File: config.mk
export PLATFORM = sky130hd
export DESIGN_NAME = io_ctrl
export DESIGN_NICKNAME = d
export VERILOG_FILES = /design/src/rtl/io_ctrl.sv
export SDC_FILE = /design/constraint.sdc
export NUM_CORES = 1
export LEC_CHECK = 0
export BUFFER_PORTS_ARGS = -buffer_cell sky130_fd_sc_hd__buf_4
export CORE_MARGIN = 1.5
export CORE_UTILIZATION = 27
export DETAILED_ROUTE_END_ITERATION = 16
export HOLD_SLACK_MARGIN = 0.03
export PLACE_DENSITY_LB_ADDON = 0.2
export SLEW_MARGIN = 0
export SYNTH_ARGS = -nofsm -noshare
export SYNTH_HDL_FRONTEND = slang
export SYNTH_SLANG_ARGS = --single-unit
File: constraint.sdc
create_clock -name CLK -period 0.94 [get_ports CLK]
set_input_delay 0.047 -clock CLK [delete_from_list [all_inputs] [get_ports CLK]]
set_output_delay 0.047 -clock CLK [all_outputs]
set_load 0.05 [all_outputs]
File: src/rtl/io_ctrl.sv
// io_ctrl: memory-mapped IO decode, UART handshake stall FSM and read-mux select.
// Optional cycle/instruction counters built when IO_PERF_COUNTERS_EN is defined.
module io_ctrl (
    input  logic        CLK,
    input  logic        reset,
    input  logic [31:0] Address,
    input  logic        MemRead,
    input  logic        MemWrite,
    input  logic        InstrValid,
    input  logic        DataInReady,
    input  logic        DataOutValid,
    output logic        Stall,
    output logic        WEDM,
    output logic        WEIM,
    output logic        WEUART,
    output logic        REUART,
    output logic [1:0]  UARTsel,
    output logic [1:0]  RDsel,
    output logic [31:0] IO_Rdata
);

    typedef enum logic [1:0] {
        IDLE    = 2'd0,
        TX_WAIT = 2'd1,
        RX_WAIT = 2'd2
    } state_t;

    localparam logic [7:0] OFF_RX_STAT = 8'h00;
    localparam logic [7:0] OFF_RX_DATA = 8'h04;
    localparam logic [7:0] OFF_TX_STAT = 8'h08;
    localparam logic [7:0] OFF_TX_DATA = 8'h0C;
    localparam logic [7:0] OFF_CYC     = 8'h10;
    localparam logic [7:0] OFF_INS     = 8'h14;
    localparam logic [7:0] OFF_CLR     = 8'h18;

    state_t     state_q;
    state_t     state_d;
    logic       io_hit;
    logic       dmem_hit;
    logic       imem_hit;
    logic [7:0] off;
    logic       tx_req;
    logic       rx_req;
    logic       uart_off;

    always_comb begin
        io_hit   = Address[31];
        dmem_hit = ~Address[31] & Address[28];
        imem_hit = ~Address[31] & Address[29];
        off      = Address[7:0];
        tx_req   = io_hit & MemWrite & (off == OFF_TX_DATA);
        rx_req   = io_hit & MemRead & (off == OFF_RX_DATA);
        uart_off = (off == OFF_RX_STAT) | (off == OFF_RX_DATA)
                 | (off == OFF_TX_STAT) | (off == OFF_TX_DATA);
    end

    always_ff @(posedge CLK) begin
        if (reset) begin
            state_q <= IDLE;
        end else begin
            state_q <= state_d;
        end
    end

    // While waiting, the pipeline is frozen, so the held access is implied by state.
    always_comb begin
        state_d = state_q;
        Stall   = 1'b0;
        WEUART  = 1'b0;
        REUART  = 1'b0;
        unique case (state_q)
            IDLE: begin
                if (tx_req) begin
                    if (DataInReady) begin
                        WEUART = 1'b1;
                    end else begin
                        Stall   = 1'b1;
                        state_d = TX_WAIT;
                    end
                end else if (rx_req) begin
                    if (DataOutValid) begin
                        REUART = 1'b1;
                    end else begin
                        Stall   = 1'b1;
                        state_d = RX_WAIT;
                    end
                end
            end
            TX_WAIT: begin
                if (DataInReady) begin
                    WEUART  = 1'b1;
                    state_d = IDLE;
                end else begin
                    Stall = 1'b1;
                end
            end
            RX_WAIT: begin
                if (DataOutValid) begin
                    REUART  = 1'b1;
                    state_d = IDLE;
                end else begin
                    Stall = 1'b1;
                end
            end
            default: state_d = IDLE;
        endcase
        if (reset) begin
            state_d = IDLE;
            Stall   = 1'b0;
            WEUART  = 1'b0;
            REUART  = 1'b0;
        end
    end

    always_comb begin
        WEDM = MemWrite & dmem_hit & ~Stall & ~reset;
        WEIM = MemWrite & imem_hit & ~Stall & ~reset;
    end

    always_comb begin
        RDsel = 2'b01;
        if (MemRead) begin
            if (io_hit) begin
                RDsel = uart_off ? 2'b00 : 2'b11;
            end else begin
                RDsel = 2'b10;
            end
        end
        UARTsel = 2'b00;
        if (io_hit) begin
            if (off == OFF_RX_STAT) begin
                UARTsel = 2'b10;
            end else if (off == OFF_TX_STAT) begin
                UARTsel = 2'b01;
            end
        end
    end

`ifdef IO_PERF_COUNTERS_EN
    logic [31:0] cyc_q;
    logic [31:0] cyc_d;
    logic [31:0] ins_q;
    logic [31:0] ins_d;
    logic        clr;

    // Clear wins over the increment of the same cycle.
    always_comb begin
        clr   = io_hit & MemWrite & (off == OFF_CLR) & ~Stall;
        cyc_d = cyc_q + 32'd1;
        ins_d = ins_q + {31'd0, InstrValid & ~Stall};
        if (clr) begin
            cyc_d = '0;
            ins_d = '0;
        end
    end

    always_ff @(posedge CLK) begin
        if (reset) begin
            cyc_q <= '0;
            ins_q <= '0;
        end else begin
            cyc_q <= cyc_d;
            ins_q <= ins_d;
        end
    end

    always_comb begin
        IO_Rdata = '0;
        if (io_hit && off == OFF_CYC) begin
            IO_Rdata = cyc_q;
        end else if (io_hit && off == OFF_INS) begin
            IO_Rdata = ins_q;
        end
    end

    logic unused_bits;
    assign unused_bits = ^{Address[30], Address[27:8]};
`else
    assign IO_Rdata = '0;

    logic unused_bits;
    assign unused_bits = ^{Address[30], Address[27:8], InstrValid,
                           OFF_CYC, OFF_INS, OFF_CLR};
`endif

endmodule

After elaboration in Yosys (flattened, before gate mapping)

Index checks and enable logic that the tools add are counted.

Reduce and logical (&&, ||, !) cells: 3
Bitwise logic cells: 18
Eq/ne operators: 10
Muxes and demuxes: 28

Operators with widths:

| operator           | number |
|---|---|
| $mux 2             | 11 |
| $eq 8x4->1 const B | 2 |
| $mux 1             | 13 |
| $and 1x1->1        | 12 |
| $ne 3x3->1 const B | 3 |
| $eq 8x3->1 const B | 1 |
| $logic_not 8->1    | 1 |
| $pmux 2 s3         | 1 |
| $reduce_and 5->1   | 1 |
| $ne 2x2->1 const B | 2 |
| $pmux 1 s2         | 2 |
| $not 1->1          | 3 |
| $or 1x1->1         | 3 |
| $pmux 1 s3         | 1 |
| $eq 2x1->1 const B | 1 |
| $eq 2x2->1 const B | 1 |
| $logic_not 2->1    | 1 |

Output and inout bits: 41
Word-level logic and storage cells: 60
Bits in registers: 2

Longest topological paths before layout

Word-level depth: 9
Mapped depth: 3
Mapped depth without buffers: 3

Worst setup path after synthesis

No wires, ideal clock.

Kind: input to output
From: in Address[1]
To: out REUART
Arrival: 2.199 ns
Slack: -1.306 ns
Stages on the path: 3
Data required time: 0.893 ns
Path through: nor4_4 > a41oi_1 > nor4b_1

Cells in the longest elaborated chain, start to end: 6
Elaborated cells on any way between the ends: 8
Classes of those cells: eq/ne (2); mux (4); bitwise (2)

Ends and longest elaborated chain:

| what           | RTL line | text |
|---|---|---|
| from (decl)    | 6        | `input logic [31:0] Address,` |
| $eq 8x3->1     | 52       | `rx_req = io_hit & MemRead & (off == OFF_RX_DATA);` |
| $and 1x1->1    | 52       |  |
| $mux 1         | 80       | `end else if (rx_req) begin` |
| $mux 1 (*)     | 73       | `if (tx_req) begin` |
| $pmux 1 s2 (*) | 71       | `unique case (state_q)` |
| $mux 1 (*)     | 107      | `if (reset) begin` |
| to (decl)      | 16       | `output logic REUART,` |

Mark *: on every way between the ends. The rest lies on a longest branch, timed or not.

Worst setup path in the final report

From: reg state_q[1]
To: out Stall

Cells in the longest elaborated chain, start to end: 3
Elaborated cells on any way between the ends: 5
Classes of those cells: eq/ne (2); mux (2); reduce/logical (1)

Ends and longest elaborated chain:

| what                               | RTL line | text |
|---|---|---|
| from (decl)                        | 36       | `state_t state_q;` |
| from (signal assigned)             | 61       | `state_q <= state_d;` |
| $eq 2x2->1 (tied with other cells) | 71       |  |
| $pmux 1 s3 (*)                     | 71       |  |
| $mux 1 (*)                         | 107      |  |
| to (decl)                          | 12       | `output logic Stall,` |

Marks and branches as above.

==> metrics <==
Post-Synthesis Cells=62; share of post-route cells with drive strength above 1=between 50% and 60%; Critical Path RT=0.89 ns; critical path's largest stage delay=around 0.34 ns; Setup crit start kind=flop; Final GP Congestion=0.622; nets@finish=142; area fraction of the dominant cell type after synthesis=roughly half; Hold Slack=between 0.03 and 0.04 ns; Period Utilization, post-route=141%; Worst Setup Path Type=flop to primary output; global-route wire length before repair=about 1800 µm; Synth Area per Inst=around 7.8 µm²; Final setup violation count=9; vias in the first global route=approximately 450; number of flip-flops in the largest register=2; max cap viols=0; H-tree depth=1; Die ar.=2060 µm²; Avg WL per Cell=9.77 µm; setup repair after global routing missed its margin=yes; io pins=80; status=finished, violations left; M2 GR Usage=approximately 22%; Final TNS setup=-2.46 ns; via count=492; GR Util met3=between 3 and 4%; min setup slack post-route=-0.384 ns; asr flop ratio synth=0%; most frequent cell after synthesis=buf_4; PD cells=slightly below 900 nW/µm²; Inserted Diodes=0; Worst Path Max Fanout=5; met1 Use GR=between 10 and 15%; largest net degree at the start of global routing=7; Setup crit end kind=primary output; failing checks=setup timing; Top Registers=state_q x2; FP Rows=15; Starting Density=between 20% and 30%; Worst path top cell family by delay=flip-flops; final wirelength=1240 µm; Pins Over Slew Limit=0; final instance area=just under 900 µm²; # port buffers=25; fin util=roughly 52%; post-synth design cell area=between 400 and 500 µm²; DIE WIDTH=between 40 and 50 µm; TritonCTS Buffers=3; Final ANT Viol Nets=0; CTS root buf=clkbuf_4; Iteration-0 DRC Markers=2; slowest stage cell on the critical path=dfxtp_2; drt pass-1 iters=2; Skew-Pair Late Insertion Delay=around 0.23 ns; Vias/cell=~3.9; Pleak=0.417 nW; skew final=0.00449 ns; largest register by flop count=state_q; fmax=~760 MHz; Hold Path Class=input port to flop; Post-synth EDFFs=0; core area=about 1700 µm²; initial antenna violation count=0; warnings from Yosys=0; Most Crowded Layer GR=met2; post-place setup slack=-0.403 ns; WP data arrival=around 1.3 ns; cells along the critical path=nor3_1 > o2111ai_1 > o21ai_4 > buf_6; drt drc=0; hpwl dp=approximately 940 µm; GRT Overall Usage=12.2%; Clock Path Buffers=2; Worst VDD drop=approximately 0.66 mV; Syn-to-layout area delta=83.5%; sequential-to-total area share from yosys stat=around 8.2%; Placement Cell Area=about 700 µm²; cell taking the most area after synthesis=buf_4; Unique masters post-synth=22; Synth Register Bits=2; Clk pin slew, worst setup/hold paths=roughly 0.04 ns; Final Hold Fails=0; Sink Count=2; Die Y=approximately 45 µm; Tmin final=approximately 1.3 ns; Crit path buffers/inverters=1; top cells by count, synth=32 x buf_4, 3 x nor3_1; CTS tree=built; Main synth FF type=dfxtp_1; Area contributors post-synth=buf_4 49%, dfxtp_1 8.2%, nor4_4 4.4%, and4b_1 4.1%, a41oi_1 3.6%; aggregate global routing overflow=0
==> where the power goes <==
group / leakage (nW) / switching, mW / internal, mW
registers: 0.0174 / 0.0000508 / 0.0826
logic: 0.384 / 0.372 / 0.111
clock network: 0.0150 / 0.0556 / 0.158
total: 0.417 / 0.428 / 0.352
==> cell usage in the layout (no fill, tap or decap), types with 2 or more instances in the layout <==
cell            n
conb_1         32
buf_8           4
nor4b_4         2
clkbuf_4        3
dlygate4sd3_1   2
nor3_4          2
nor4_1          2
buf_6           8
buf_4          23
nor2_1          2
and4b_4         2
==> final cells by class <==
cell class | count | area (µm²)
Clock buffer | 4 | 26.3
Fill cell | 175 | 817
Inverter | 1 | 3.75
Multi-Input combinational cell | 58 | 442
Sequential cell | 2 | 45.0
Tap cell | 25 | 31.3
Timing Repair Buffer | 37 | 343
==> layer usage <==
metal  vias to the layer above  wire length [µm]
met5                         -                 0
met4                         0                 0
met1                       225               418
met3                         0               137
met2                        29               684
li1                        238                 -
==> kinds of logic (layout without fill, tap and decap cells) <==
kind of cell / Yosys count / count (layout) / share of synthesized area [%]
AOI/OAI and AO/OA: 6 / 6 / 9.54
buffers and inverters: 33 / 42 / 50.3
DFF: 2 / 2 / 8.25
other: 1 / 32 / 0.772
and+or+nand+nor: 20 / 20 / 31.2
==> per-stage QoR <==
stage	power, mW	cells
CTS	0.788	127
global route	0.823	127
finish	0.779	127
floorplan	0.524	93
detailed placement	0.527	118
global placement	0.525	118
==> worst paths after layout <==
kind              slack (ns)          to  depth (start not counted)       start
setup / recovery       -0.38       Stall                          4  state_q[1]
hold / removal          0.04  state_q[0]                          2       reset
setup reg to reg        0.05  state_q[0]                          3  state_q[0]
hold reg to reg         0.58  state_q[1]                          2  state_q[0]
==> timing repair <==
| action | 4_1_cts | 5_1_grt |
|---|---|---|
| gates resized for setup | 22 | 1 |
| hold endpoints to repair | 2 | 0 |
| hold buffers | 2 | 0 |
| setup buffers | 3 | 0 |
| pin swaps | 6 | 0 |
| endpoints found under the setup margin | 10 | 10 |
==> worst reg2reg max path, cell delays in order (launching register included) <==
cell and delay, ns:
dfxtp_4 0.34, buf_4 0.15, a41oi_4 0.21, nor4_1 0.07
Power figures use the tool's default switching activity.
